[src/rtl/cmlk_3d_repack_arbiter.sv]
// Round-robin line arbiter feeding one 16-to-32-bit repacker.
// Grants whole lines per channel and zero-pads odd-length lines.
module cmlk_3d_repack_arbiter #(
  parameter int NUM_CH     = 2,
  parameter int CH_W       = 1,
  parameter int LINE_WORDS = 640,
  parameter int CNT_W      = 16
) (
  input  logic                 clk,
  input  logic                 rst_n,
  input  logic [NUM_CH-1:0]    src_req,
  input  logic [NUM_CH*16-1:0] src_din,
  input  logic [NUM_CH-1:0]    src_vld,
  output logic [NUM_CH-1:0]    src_gnt,
  output logic [15:0]          rp_din,
  output logic                 rp_din_vld,
  output logic [CH_W-1:0]      rp_ch,
  output logic                 line_done,
  output logic                 busy,
  output logic                 err_vld
);

  typedef enum logic [1:0] {
    IDLE,
    BURST,
    PAD
  } state_t;

  localparam bit ODD = (LINE_WORDS % 2) == 1;
  localparam logic [CNT_W-1:0] LAST = CNT_W'(LINE_WORDS - 1);

  state_t           state;
  logic [CNT_W-1:0] cnt;
  logic [CH_W-1:0]  rr_ptr;
  logic [CH_W-1:0]  sel;
  logic [CH_W-1:0]  idx;
  logic             hit;
  logic [15:0]      din_a [NUM_CH];

  for (genvar i = 0; i < NUM_CH; i++) begin : g_din
    assign din_a[i] = src_din[16*i +: 16];
  end

  // First requester after the last granted channel, with wrap.
  always_comb begin
    sel = rr_ptr;
    idx = '0;
    hit = 1'b0;
    for (int k = 1; k <= NUM_CH; k++) begin
      idx = CH_W'((int'(rr_ptr) + k) % NUM_CH);
      if (!hit && src_req[idx]) begin
        sel = idx;
        hit = 1'b1;
      end
    end
  end

  always_ff @(posedge clk or negedge rst_n) begin
    if (!rst_n) begin
      state      <= IDLE;
      src_gnt    <= '0;
      rp_din     <= '0;
      rp_din_vld <= 1'b0;
      rp_ch      <= '0;
      line_done  <= 1'b0;
      busy       <= 1'b0;
      err_vld    <= 1'b0;
      cnt        <= '0;
      rr_ptr     <= CH_W'(NUM_CH - 1);
    end else begin
      rp_din_vld <= 1'b0;
      line_done  <= 1'b0;
      err_vld    <= |(src_vld & ~src_gnt);
      unique case (state)
        IDLE: begin
          if (hit) begin
            src_gnt <= NUM_CH'(1) << sel;
            rp_ch   <= sel;
            rr_ptr  <= sel;
            cnt     <= '0;
            state   <= BURST;
            busy    <= 1'b1;
          end
        end
        BURST: begin
          if (src_vld[rp_ch]) begin
            rp_din     <= din_a[rp_ch];
            rp_din_vld <= 1'b1;
            cnt        <= cnt + 1'b1;
            if (cnt == LAST) begin
              src_gnt   <= '0;
              line_done <= !ODD;
              state     <= ODD ? PAD : IDLE;
              busy      <= ODD;
            end
          end
        end
        PAD: begin
          rp_din     <= '0;
          rp_din_vld <= 1'b1;
          line_done  <= 1'b1;
          state      <= IDLE;
          busy       <= 1'b0;
        end
        default: begin
          state <= IDLE;
          busy  <= 1'b0;
        end
      endcase
    end
  end

endmodule

[config.mk]
export PLATFORM = sky130hd
export DESIGN_NAME = cmlk_3d_repack_arbiter
export DESIGN_NICKNAME = d
export VERILOG_FILES = /design/src/rtl/cmlk_3d_repack_arbiter.sv
export SDC_FILE = /design/constraint.sdc
export NUM_CORES = 1
export LEC_CHECK = 0
export BUFFER_PORTS_ARGS = -buffer_cell sky130_fd_sc_hd__buf_2
export CAP_MARGIN = 15
export CORE_UTILIZATION = 38
export CTS_CLUSTER_DIAMETER = 200
export DETAILED_ROUTE_END_ITERATION = 8
export GPL_TIMING_DRIVEN = 0
export SETUP_SLACK_MARGIN = 0.5
export SLEW_MARGIN = 40
export SYNTH_ARGS = -nofsm -noshare
export SYNTH_HDL_FRONTEND = slang
export SYNTH_SLANG_ARGS = --single-unit
[constraint.sdc]
create_clock -name clk -period 5.3 [get_ports clk]
set_input_delay 1.06 -clock clk [delete_from_list [all_inputs] [get_ports clk]]
set_output_delay 1.06 -clock clk [all_outputs]
set_load 0.02 [all_outputs]
**Word-level counts from Yosys, hierarchy flattened**

Index checks and enable logic that the tools add are counted.

- Output and inout bits: 23
- RAM bits: 0
- Word-level logic and storage cells: 71
- Memories kept: 0
- Register bits: 42
- Bits in read-only memories: 0
- Bits in latches: 0

- Shift-type cells: 1
- Reduce and logical (&&, ||, !) cells: 11
- Divide/modulo/power cells: 0
- Add/sub/neg operators: 3
- Multiply operators: 0
- Bitwise logic cells: 3
- $lt $le $gt $ge: 4
- Equality and inequality tests: 6
- Muxes and demuxes: 33

Operators with widths:

| operator | number |
|---|---|
| $mux 16 | 6 |
| $pmux 16 s2 | 2 |
| $add 16x1->16 const B | 1 |
| $eq 16x10->1 const B | 1 |
| $mux 1 | 16 |
| $mux 2 | 4 |
| $pmux 2 s2 | 2 |
| $lt 1x2->1 const B | 3 |
| $ne 2x2->1 const B | 3 |
| $pmux 1 s2 | 3 |
| $reduce_and 3->1 | 2 |
| $reduce_and 2->1 | 2 |
| $reduce_and 4->1 | 1 |
| $reduce_bool 2->1 | 2 |
| $add 1x1->1 const B | 2 |
| $and 2x2->2 | 1 |
| $eq 2x1->1 const B | 1 |
| $eq 2x2->1 const B | 1 |
| $ge 2x2->1 const B | 1 |
| $logic_not 2->1 | 1 |
| $not 1->2 | 1 |
| $not 2->2 | 1 |
| $reduce_or 2->1 | 1 |
| $shl 1x1->2 const A | 1 |
| other kinds (2) | 2 |

**Logic depth before layout (Yosys ltp)**

- Word-level depth: 10
- Mapped depth: 6

**Worst setup path before layout**

No wires, ideal clock.

- Kind: input -> register
- Start point: input port src_vld[1]
- End point: register cnt[12]
- Data required time: 5.222 ns
- Path slack: 2.960 ns
- Arrival time: 2.262 ns
- Library setup time: 0.078 ns
- Stages on the path: 5
- Path through: mux2i_1 a211o_1 buf_2 or4_1 a21oi_1

- Word-level cells in the longest chain between the ends: 4

Ends and longest elaborated chain:

| item | line | text |
|---|---|---|
| from (decl) | 13 | `input logic [NUM_CH-1:0] src_vld,` |
| $mux 1 (not written as such) (2 in a row) | 86 | `if (src_vld[rp_ch]) begin` |
| $ne 2x2->1 (no source line) | -- |  |
| $reduce_and 3->1 (no source line) | -- |  |
| to (signal assigned) | 89 | `cnt <= cnt + 1'b1;` |
| to (decl) | 33 | `logic [CNT_W-1:0] cnt;` |

No other way between the ends. The select of a mux whose other input is x is not followed.
A chain may end at the register's enable or synchronous reset.

**Worst setup path after layout**

- Start point: input port src_vld[0]
- End point: register cnt[12]

Same word-level chain as after synthesis.

==> impl_results.md <==
- Status: completed
- Layout cells sized above 1: 0.272
- Iter 0 DRT Violations: just over 80
- Final hold viol count: 0
- Post-DP HPWL: around 3300 µm
- Most frequent CP cell: buf_2
- Clk root buf: clkbuf_8
- Nets: slightly above 300
- R2R depth: 6
- Gr usage total: 0.182
- WS Path Type: in -> reg
- Finished layout cell area: ~2400 µm²
- Met3 Use GR: 0.0466
- Critical Path Sink Type: flip-flop
- Max VDD drop: between 150 and 200 µV
- Met1 usage: 0.229
- Fmax: between 400 and 500 MHz
- Post-CTS Hold Buffers: 0
- Post-route ant nets: 0
- CTS tree: done
- CTS H-tree depth: 2
- Post-CTS resize count: 0
- CP cell instances: buf_2 -> mux2i_1 -> a211o_1 -> buf_2 -> or4_1 -> a21oi_1
- Die H: approximately 73 µm
- Post-synthesis sequential area ratio: 0.519
- Synth area leaders: dfrtp_1, mux2i_1, o21ai_0
- First-pass GRT wire length: 7450 µm
- RSZ-0062 raised after global routing: no
- LEAKAGE: 1.17 nW
- Synth top area share: 0.505
- Max-Cap Viols: 0
- Routed wire length per instance: approximately 14 µm
- Total die area: ~5400 µm²
- Final setup TNS: 0 ns
- Vias in the first global route: between 1500 and 2000
- Antenna violations before repair: 0
- #FFs+latches synth: 40
- Hold slack: about 0.48 ns
- First-pass iteration count of the detailed router: 4
- # diodes: 0
- Initial Util: 0.401
- Synth warnings: 0
- Crit share post-route: 0.438
- Mapped cell area: 1930 µm²
- Critical Path Start Type: primary input
- Pre-CTS WS: 2.68 ns
- GRT met2 Usage: 0.300
- Synth Flop Type: dfrtp_1
- Wirelength, routed: 4510 µm
- Hold Path Depth: 2
- Most frequent cells in the layout: buf_2, dfrtp_1, nand2_1
- Worst Skew: ~0.011 ns
- Routability cong.: about 0.8
- Final setup viols: 0
- Crit path arrival time: approximately 2.5 ns
- Worst-Skew Late Latency: around 0.29 ns
- Rel. slew slack: 0.538
- DRC errors left: 0
- Synthesized area per cell: approximately 9.8 µm²
- Power Dens Cells: between 400 and 500 nW/µm²
- Grt ovf: 0
- Vias: roughly 1700
- CTS Buf Count: 5
- Layer with the highest usage: met2
- Minimum clock period: 2.32 ns
- Placed cell count: between 300 and 400
- Number of flops mapped to enable cells by yosys: 0
- Clk sinks: 40
- Post-synth cell types: 35
- Setup repair bufs after CTS: 0
- Non-filler cells in the finished layout: 332
- Clk slew on worst S/H paths: roughly 0.080 ns
- Final worst slack: 2.98 ns
- Biggest area consumer among synthesized cells: dfrtp_1
- Synth Instances: 197
- Boundary Pins: 61
- Commonest non-fill, non-tap cell in the layout: buf_2
- Worst slew pin tran: roughly 0.69 ns
- DIE WIDTH: approximately 73 µm
- Asr flop ratio synth: 1.00
- Clock buffer depth: 2
- Total Power: 1.06 mW
- Fin. max-slew vios: 0
- Syn Nets: 236
- Req. time, crit path: about 5.5 ns
- Vias per inst: roughly 5.2
- Port Buffers: 60
- HP Class: reg -> reg
- Slowest stage cell, crit path: or4_1
- Slowest stage delay, CP: approximately 0.48 ns
- Final core utilization: 0.504
- Area after DPL: between 2000 and 2500 µm²
- Area growth from synthesis to final layout: 25.6%
- Cell row count: 25
- Largest net degree at the start of global routing: between 40 and 50
- Largest driver fanout on the critical path: 10
- Core area: 4820 µm²
report_power, final:
group          switching [mW]  total (mW)  internal (mW)  leakage [nW]
logic                   0.233       0.370          0.137         0.608
clock network           0.104       0.244          0.140        0.0552
registers              0.0526       0.443          0.391         0.506
Yosys cell counts, types with 2 or more instances:
library cell,count
dfrtp_1,39
nand2_1,26
o21ai_0,23
mux2i_1,18
a21oi_1,10
nor2_1,10
nand3_1,9
nand4_1,7
o31ai_1,7
clkbuf_1,6
inv_1,6
or4_1,6
a2111oi_0,2
and3_1,2
nor4_1,2
o22ai_1,2
or3_1,2
xnor2_1,2
xor2_1,2
cells by family after synthesis:
| logic type | after synthesis | share of synthesized area |
|---|---|---|
| compound gates | 48 | 0.145 |
| xor+xnor | 4 | 0.0181 |
| fa+ha+maj | 1 | 0.00648 |
| buf+inv | 15 | 0.0337 |
| flops | 40 | 0.519 |
| mux | 19 | 0.0991 |
| simple gates | 70 | 0.179 |
area by class of cell:
cell class | instances | area, µm²
Buffer | 9 | 42.5
Clock buffer | 6 | 72.6
Clock inverter | 2 | 35.0
Fill cell | 501 | 2390
Inverter | 6 | 22.5
Multi-Input combinational cell | 142 | 865
Sequential cell | 40 | 1000
Tap cell | 67 | 83.8
Timing Repair Buffer | 60 | 303
per-layer routing:
| metal | up-vias | wire (µm) |
|---|---|---|
| li1 | 855 | - |
| met1 | 807 | 2010 |
| met2 | 56 | 2180 |
| met3 | 8 | 246 |
| met4 | 0 | 80 |
| met5 | - | 0 |
critical path, delay by kind of cell:
| family | cells | cell delay (ns) |
|---|---|---|
| AOI/OAI and AO/OA | 2 | 0.55 |
| and+or+nand+nor | 1 | 0.48 |
| buffers and inverters | 2 | 0.30 |
| muxes | 1 | 0.15 |
final timing paths:
path	startpoint	to	slack, ns
worst max-delay path	src_vld[0]	cnt[12]	2.98
worst min-delay path	rp_din[7]	rp_din[7]	0.48
worst max register to register	rp_ch	cnt[12]	3.25
worst min register to register	rp_din[7]	rp_din[7]	0.48
max in group asynchronous	rst_n	rr_ptr	4.21
min in group asynchronous	rst_n	rp_din[8]	0.73
sequential cells by signal, indices dropped and copies added (netlist names):
| name | flops |
|---|---|
| err_vld | 1 |
| rp_din_vld | 1 |
| src_gnt | 2 |
| busy | 1 |
| rr_ptr | 1 |
| rp_din | 16 |
| cnt | 16 |
| rp_ch | 1 |
| line_done | 1 |
No activity file was read; power rests on OpenSTA's default activity.
